$ cat src/rtl/conv_sequencer.sv
// Sequencer for a 2x2-kernel / 4x4-IFM convolution: serial load, 3x3 window sweep, registered result stream.
// Optional CONV_LAST_EN adds out_last marking the final (p=8) result of each frame.
module conv_sequencer (
  input  logic       clk,
  input  logic       reset,
  input  logic       in_valid,
  input  logic [3:0] in_data,
  output logic       in_ready,
  output logic [3:0] dp_ifm0,
  output logic [3:0] dp_ifm1,
  output logic [3:0] dp_ifm2,
  output logic [3:0] dp_ifm3,
  output logic [3:0] dp_inw0,
  output logic [3:0] dp_inw1,
  output logic [3:0] dp_inw2,
  output logic [3:0] dp_inw3,
  input  logic [9:0] dp_result,
  output logic       out_valid,
  input  logic       out_ready,
  output logic [9:0] out_data
`ifdef CONV_LAST_EN
  ,
  output logic       out_last
`endif
);

  typedef enum logic [1:0] {
    S_LOAD  = 2'd0,
    S_RUN   = 2'd1,
    S_DRAIN = 2'd2
  } state_t;

  state_t      state_q, state_d;
  logic [4:0]  cnt_q, cnt_d;
  logic [3:0]  p_q, p_d;
  logic [3:0]  w_q [4];
  logic [3:0]  w_d [4];
  logic [3:0]  pix_q [16];
  logic [3:0]  pix_d [16];
  logic        out_valid_q, out_valid_d;
  logic [9:0]  out_data_q, out_data_d;
  logic        last_q, last_d;
  logic [3:0]  win_base;
  logic [3:0]  pix_idx;

  // Raster index of the window's top-left pixel for position p (r = p/3, c = p%3).
  always_comb begin
    win_base = 4'd0;
    case (p_q)
      4'd0:    win_base = 4'd0;
      4'd1:    win_base = 4'd1;
      4'd2:    win_base = 4'd2;
      4'd3:    win_base = 4'd4;
      4'd4:    win_base = 4'd5;
      4'd5:    win_base = 4'd6;
      4'd6:    win_base = 4'd8;
      4'd7:    win_base = 4'd9;
      4'd8:    win_base = 4'd10;
      default: win_base = 4'd0;
    endcase
  end

  assign dp_ifm0   = pix_q[win_base];
  assign dp_ifm1   = pix_q[win_base + 4'd1];
  assign dp_ifm2   = pix_q[win_base + 4'd4];
  assign dp_ifm3   = pix_q[win_base + 4'd5];
  assign dp_inw0   = w_q[0];
  assign dp_inw1   = w_q[1];
  assign dp_inw2   = w_q[2];
  assign dp_inw3   = w_q[3];
  assign in_ready  = (state_q == S_LOAD);
  assign out_valid = out_valid_q;
  assign out_data  = out_data_q;
`ifdef CONV_LAST_EN
  assign out_last  = last_q;
`endif

  // Beats 4..19 map onto pixel slots 0..15; 4-bit wrap makes the subtraction exact.
  assign pix_idx = cnt_q[3:0] - 4'd4;

  // Next-state: load sequencing, window stepping and the output handshake.
  always_comb begin
    state_d     = state_q;
    cnt_d       = cnt_q;
    p_d         = p_q;
    w_d         = w_q;
    pix_d       = pix_q;
    out_valid_d = out_valid_q;
    out_data_d  = out_data_q;
    last_d      = last_q;
    case (state_q)
      S_LOAD: begin
        if (in_valid) begin
          if (cnt_q < 5'd4) begin
            w_d[cnt_q[1:0]] = in_data;
          end else begin
            pix_d[pix_idx] = in_data;
          end
          if (cnt_q == 5'd19) begin
            cnt_d   = 5'd0;
            p_d     = 4'd0;
            state_d = S_RUN;
          end else begin
            cnt_d = cnt_q + 5'd1;
          end
        end else begin
          cnt_d = cnt_q;
        end
      end
      S_RUN: begin
        if (!out_valid_q || out_ready) begin
          out_data_d  = dp_result;
          out_valid_d = 1'b1;
          if (p_q == 4'd8) begin
            last_d  = 1'b1;
            state_d = S_DRAIN;
          end else begin
            last_d = 1'b0;
            p_d    = p_q + 4'd1;
          end
        end else begin
          p_d = p_q;
        end
      end
      S_DRAIN: begin
        if (out_valid_q && out_ready) begin
          out_valid_d = 1'b0;
          last_d      = 1'b0;
          cnt_d       = 5'd0;
          state_d     = S_LOAD;
        end else begin
          state_d = S_DRAIN;
        end
      end
      default: begin
        state_d = S_LOAD;
      end
    endcase
  end

  // State and storage registers.
  always_ff @(posedge clk or posedge reset) begin
    if (reset) begin
      state_q     <= S_LOAD;
      cnt_q       <= 5'd0;
      p_q         <= 4'd0;
      out_valid_q <= 1'b0;
      out_data_q  <= 10'd0;
      last_q      <= 1'b0;
      for (int i = 0; i < 4; i++) w_q[i] <= 4'd0;
      for (int i = 0; i < 16; i++) pix_q[i] <= 4'd0;
    end else begin
      state_q     <= state_d;
      cnt_q       <= cnt_d;
      p_q         <= p_d;
      out_valid_q <= out_valid_d;
      out_data_q  <= out_data_d;
      last_q      <= last_d;
      w_q         <= w_d;
      pix_q       <= pix_d;
    end
  end

`ifndef CONV_LAST_EN
  logic unused_last;
  assign unused_last = last_q;
`endif

endmodule

$ cat config.mk
export PLATFORM = sky130hd
export DESIGN_NAME = conv_sequencer
export DESIGN_NICKNAME = d
export VERILOG_FILES = /design/src/rtl/conv_sequencer.sv
export SDC_FILE = /design/constraint.sdc
export NUM_CORES = 1
export LEC_CHECK = 0
export ABC_AREA = 1
export CORE_ASPECT_RATIO = 1.75
export CORE_MARGIN = 2
export CORE_UTILIZATION = 35
export DETAILED_ROUTE_END_ITERATION = 16
export REMOVE_ABC_BUFFERS = 1
export SLEW_MARGIN = 20
export SYNTH_ARGS = -nofsm -noshare
export SYNTH_HDL_FRONTEND = slang
export SYNTH_SLANG_ARGS = --single-unit
$ cat constraint.sdc
create_clock -name clk -period 5.5 [get_ports clk]
set_input_delay 1.65 -clock clk [delete_from_list [all_inputs] [get_ports clk]]
set_output_delay 1.65 -clock clk [all_outputs]
set_load 0.05 [all_outputs]
==> results.md <==
• 17700 sq um — Die Area
• 3.36 ns — critical path arrival
• 43.9% — sequential element share of the synthesized area
• 0.864 ns — slew at the pin with the worst max-slew slack
• 0 — number of warnings printed during yosys synthesis
• 0.00698 ns — final setup skew
• 9 — CTS buffer count
• 0.924 — routability congestion estimate
• 101 um — die width
• 16400 sq um — area of the core
• 43.9% — proportion of netlist area held by the largest area contributor
• 91.0% — share of the clock period used by the worst path
• 12600 um — hpwl dp
• register to output pin — kind of critical path
• 0 — maximum capacitance violations
• sky130_fd_sc_hd__clkbuf_16 — clock tree root driver cell
• 5090 — via count of the first global-routing pass
• 20.3% — total routing usage reported by global routing
• register — category of the worst setup path launch point
• 102 — clock sinks
• 3.85 ns — WP data required
• 0.07 ns — Reg clk slew, reported paths
• 0 — post-route DRC violation count
• 200 MHz — top achievable clock speed
• 18.7% — Area growth syn-to-layout
• 7.43 sq um — synthesized area per cell
• 6900 sq um — summed area of non-filler cells in the final layout
• 35.5% — Starting Density
• 0.35 ns — Clock Latency Late Sink
• 174 um — Die Y
• 0% — Synth Area in XOR/XNOR
• sky130_fd_sc_hd__nand2_1 (236), sky130_fd_sc_hd__nand3_1 (136), sky130_fd_sc_hd__dfrtp_1 (102), sky130_fd_sc_hd__o21ai_0 (95), sky130_fd_sc_hd__inv_1 (92) — highest-count cells in the layout ignoring fill and taps
• 16.3 um — wire length per cell
• 0 — final max-slew violation count
• 30.3% — Simple-Gate Fraction of Synth Area
• 5810 sq um — mapped cell area
• 11.9% — compound-gate portion of the synthesized area
• 26 — number of distinct library cells after synthesis
• 79 — largest net degree at the start of global routing
• 62 — floorplan row count
• 61 — Port Buffer Count
• 0 — # setup viols final
• simple AND/OR/NAND/NOR gates — dominant combinational cell family by area after synthesis
• 853 — number of nets in the final layout
• 0 — hold-fix buffer count after cts
• 5 — total iterations of the first detailed-routing run
• 62 — IO Pins
• 17200 um — total routed wirelength
• 42.3% — Max transition margin
• 5.07 — via/cell ratio
• 7.83% — layout cell share with drive strength beyond 1
• 6610 sq um — cell area after placement
• 349 — starting DRC count in detailed routing
• output pin — Worst setup EP type
• 0 — Hold Fails Final Rpt
• sky130_fd_sc_hd__dfrtp_1 — cell type contributing the most total cell area after synthesis
• 0 — overflow left after global routing
• 102 — flip-flop and latch count after synthesis
• finished, final reports clean — outcome
• register to register — path category of the worst min-delay check
• 1.94% — proportion of synthesized area in mux cells
• 0 — count of antenna diodes in the layout
• no — RSZ-0062 raised after global routing
• sky130_fd_sc_hd__dfrtp_1 (44%), sky130_fd_sc_hd__nand2_1 (15%), sky130_fd_sc_hd__nand3_1 (12%) — top cells by area, synth
• 2 — number of buffers on the longest clock path
• 0 — post-detailed-route count of antenna-violating nets
• 5.01 ns — min Tclk post-route
• 5339 — total number of vias
• 0 — count of cells resized by post-cts repair
• done — TritonCTS clock tree
• 1.94% — adder-cell share of the synthesized area
• 27600 um — first-pass GRT wire length
• 0 — initial antenna violation count
• 17 — top fanout value on the critical path
• sky130_fd_sc_hd__nand2_1 — most common cell after layout, fill and taps aside
• 0 — post-CTS setup repair buffer count
• 3 — H-tree level count
• 782 — Post-Synthesis Cells
## worst paths after layout
check / from / end / slack, ns / cells after the start
setup reg to reg: state_q[0]$_DFFE_PP0P_ / pix_q[28]$_DFFE_PP0P_ / 3.45 / 8
setup / recovery: p_q[1]$_DFFE_PP0P_ / dp_ifm3[3] / 0.49 / 13
hold reg to reg: pix_q[33]$_DFFE_PP0P_ / pix_q[33]$_DFFE_PP0P_ / 0.48 / 2
hold / removal: pix_q[33]$_DFFE_PP0P_ / pix_q[33]$_DFFE_PP0P_ / 0.48 / 2
max in group asynchronous: reset / pix_q[51]$_DFFE_PP0P_ / 2.83 / 3
min in group asynchronous: reset / p_q[0]$_DFFE_PP0P_ / 1.78 / 2
## area by class of cell
cell class	count	area [sq um]
fill	1698	9470
sequential	102	2550
timing repair buffer	66	721
tap	224	280
inverter	98	373
clock inverter	5	60.1
multi-input combinational	549	2680
clock buffer	10	229
## routing by layer
layer  track usage (%)  vias to the layer above  share of wire [%]
li1                  -                     2647                  -
met1              24.7                     2491                 40
met2              34.2                      161                 51
met3              2.81                       40                4.2
met4              10.9                        0                5.1
met5                 0                        -                  0
## cell families (layout without fill, tap and decap cells)
kind of cell,count (synthesis),count (layout)
simple gates,408,408
buf+inv,131,179
compound gates,122,122
flops,102,102
mux,10,10
fa+ha+maj,9,9
## critical path, cell delays in order (launching register included)
cell and delay (ns):
sky130_fd_sc_hd__dfrtp_1 0.43, sky130_fd_sc_hd__inv_1 0.11, sky130_fd_sc_hd__ha_1 0.18, sky130_fd_sc_hd__nand2_1 0.06, sky130_fd_sc_hd__nand3_1 0.15, sky130_fd_sc_hd__nand2_2 0.25
sky130_fd_sc_hd__inv_2 0.39, sky130_fd_sc_hd__ha_1 0.32, sky130_fd_sc_hd__inv_1 0.40, sky130_fd_sc_hd__nand3_1 0.25, sky130_fd_sc_hd__nand3_1 0.13, sky130_fd_sc_hd__nand3_1 0.08
sky130_fd_sc_hd__nand2_1 0.12, sky130_fd_sc_hd__buf_12 0.14
## cells in the mapped netlist
library cell and instances:
sky130_fd_sc_hd__nand2_4 1, sky130_fd_sc_hd__buf_6 7, sky130_fd_sc_hd__nand2_1 236, sky130_fd_sc_hd__nand4_1 13
sky130_fd_sc_hd__o31ai_1 1, sky130_fd_sc_hd__clkbuf_1 13, sky130_fd_sc_hd__o21ai_0 95, sky130_fd_sc_hd__a21oi_1 6
sky130_fd_sc_hd__o211ai_2 8, sky130_fd_sc_hd__nand3_2 2, sky130_fd_sc_hd__ha_1 9, sky130_fd_sc_hd__o21ai_1 4
sky130_fd_sc_hd__inv_1 93, sky130_fd_sc_hd__mux2_2 10, sky130_fd_sc_hd__buf_2 8, sky130_fd_sc_hd__buf_1 1
sky130_fd_sc_hd__nor2_1 17, sky130_fd_sc_hd__nand2_2 2, sky130_fd_sc_hd__nor3_1 1, sky130_fd_sc_hd__inv_2 5
sky130_fd_sc_hd__a22oi_1 1, sky130_fd_sc_hd__o211ai_1 7, sky130_fd_sc_hd__buf_4 3, sky130_fd_sc_hd__buf_8 1
sky130_fd_sc_hd__nand3_1 136, sky130_fd_sc_hd__dfrtp_1 102
## through the flow
| step | util (%) | hold WS (ns) | setup WS [ns] | TNS, ns | cells |
|---|---|---|---|---|---|
| final | 42.1 | 0.484 | 0.494 | 0 | 1054 |
| after global routing | 42.1 | 0.509 | 0.201 | 0 | 1054 |
| after CTS | 42.1 | 0.491 | 0.498 | 0 | 1054 |
| after detailed placement | 40.4 | 0.474 | 0.880 | 0 | 1039 |
| after global placement | 40.4 | 0.467 | 0.896 | 0 | 1039 |
| after floorplan | - | 0.453 | -0.145 | -1.15 | 749 |
## flip-flops by register name (all words and copies together), names as in the netlist
| signal | count |
|---|---|
| pix_q | 64 |
| out_data | 10 |
| cnt_q | 5 |
| dp_inw0 | 4 |
| dp_inw1 | 4 |
| dp_inw2 | 4 |
| dp_inw3 | 4 |
| p_q | 4 |
| state_q | 2 |
| out_valid | 1 |
Power is not shown: default switching activity piles up to over one toggle a cycle in this logic, so the estimate is an artifact.
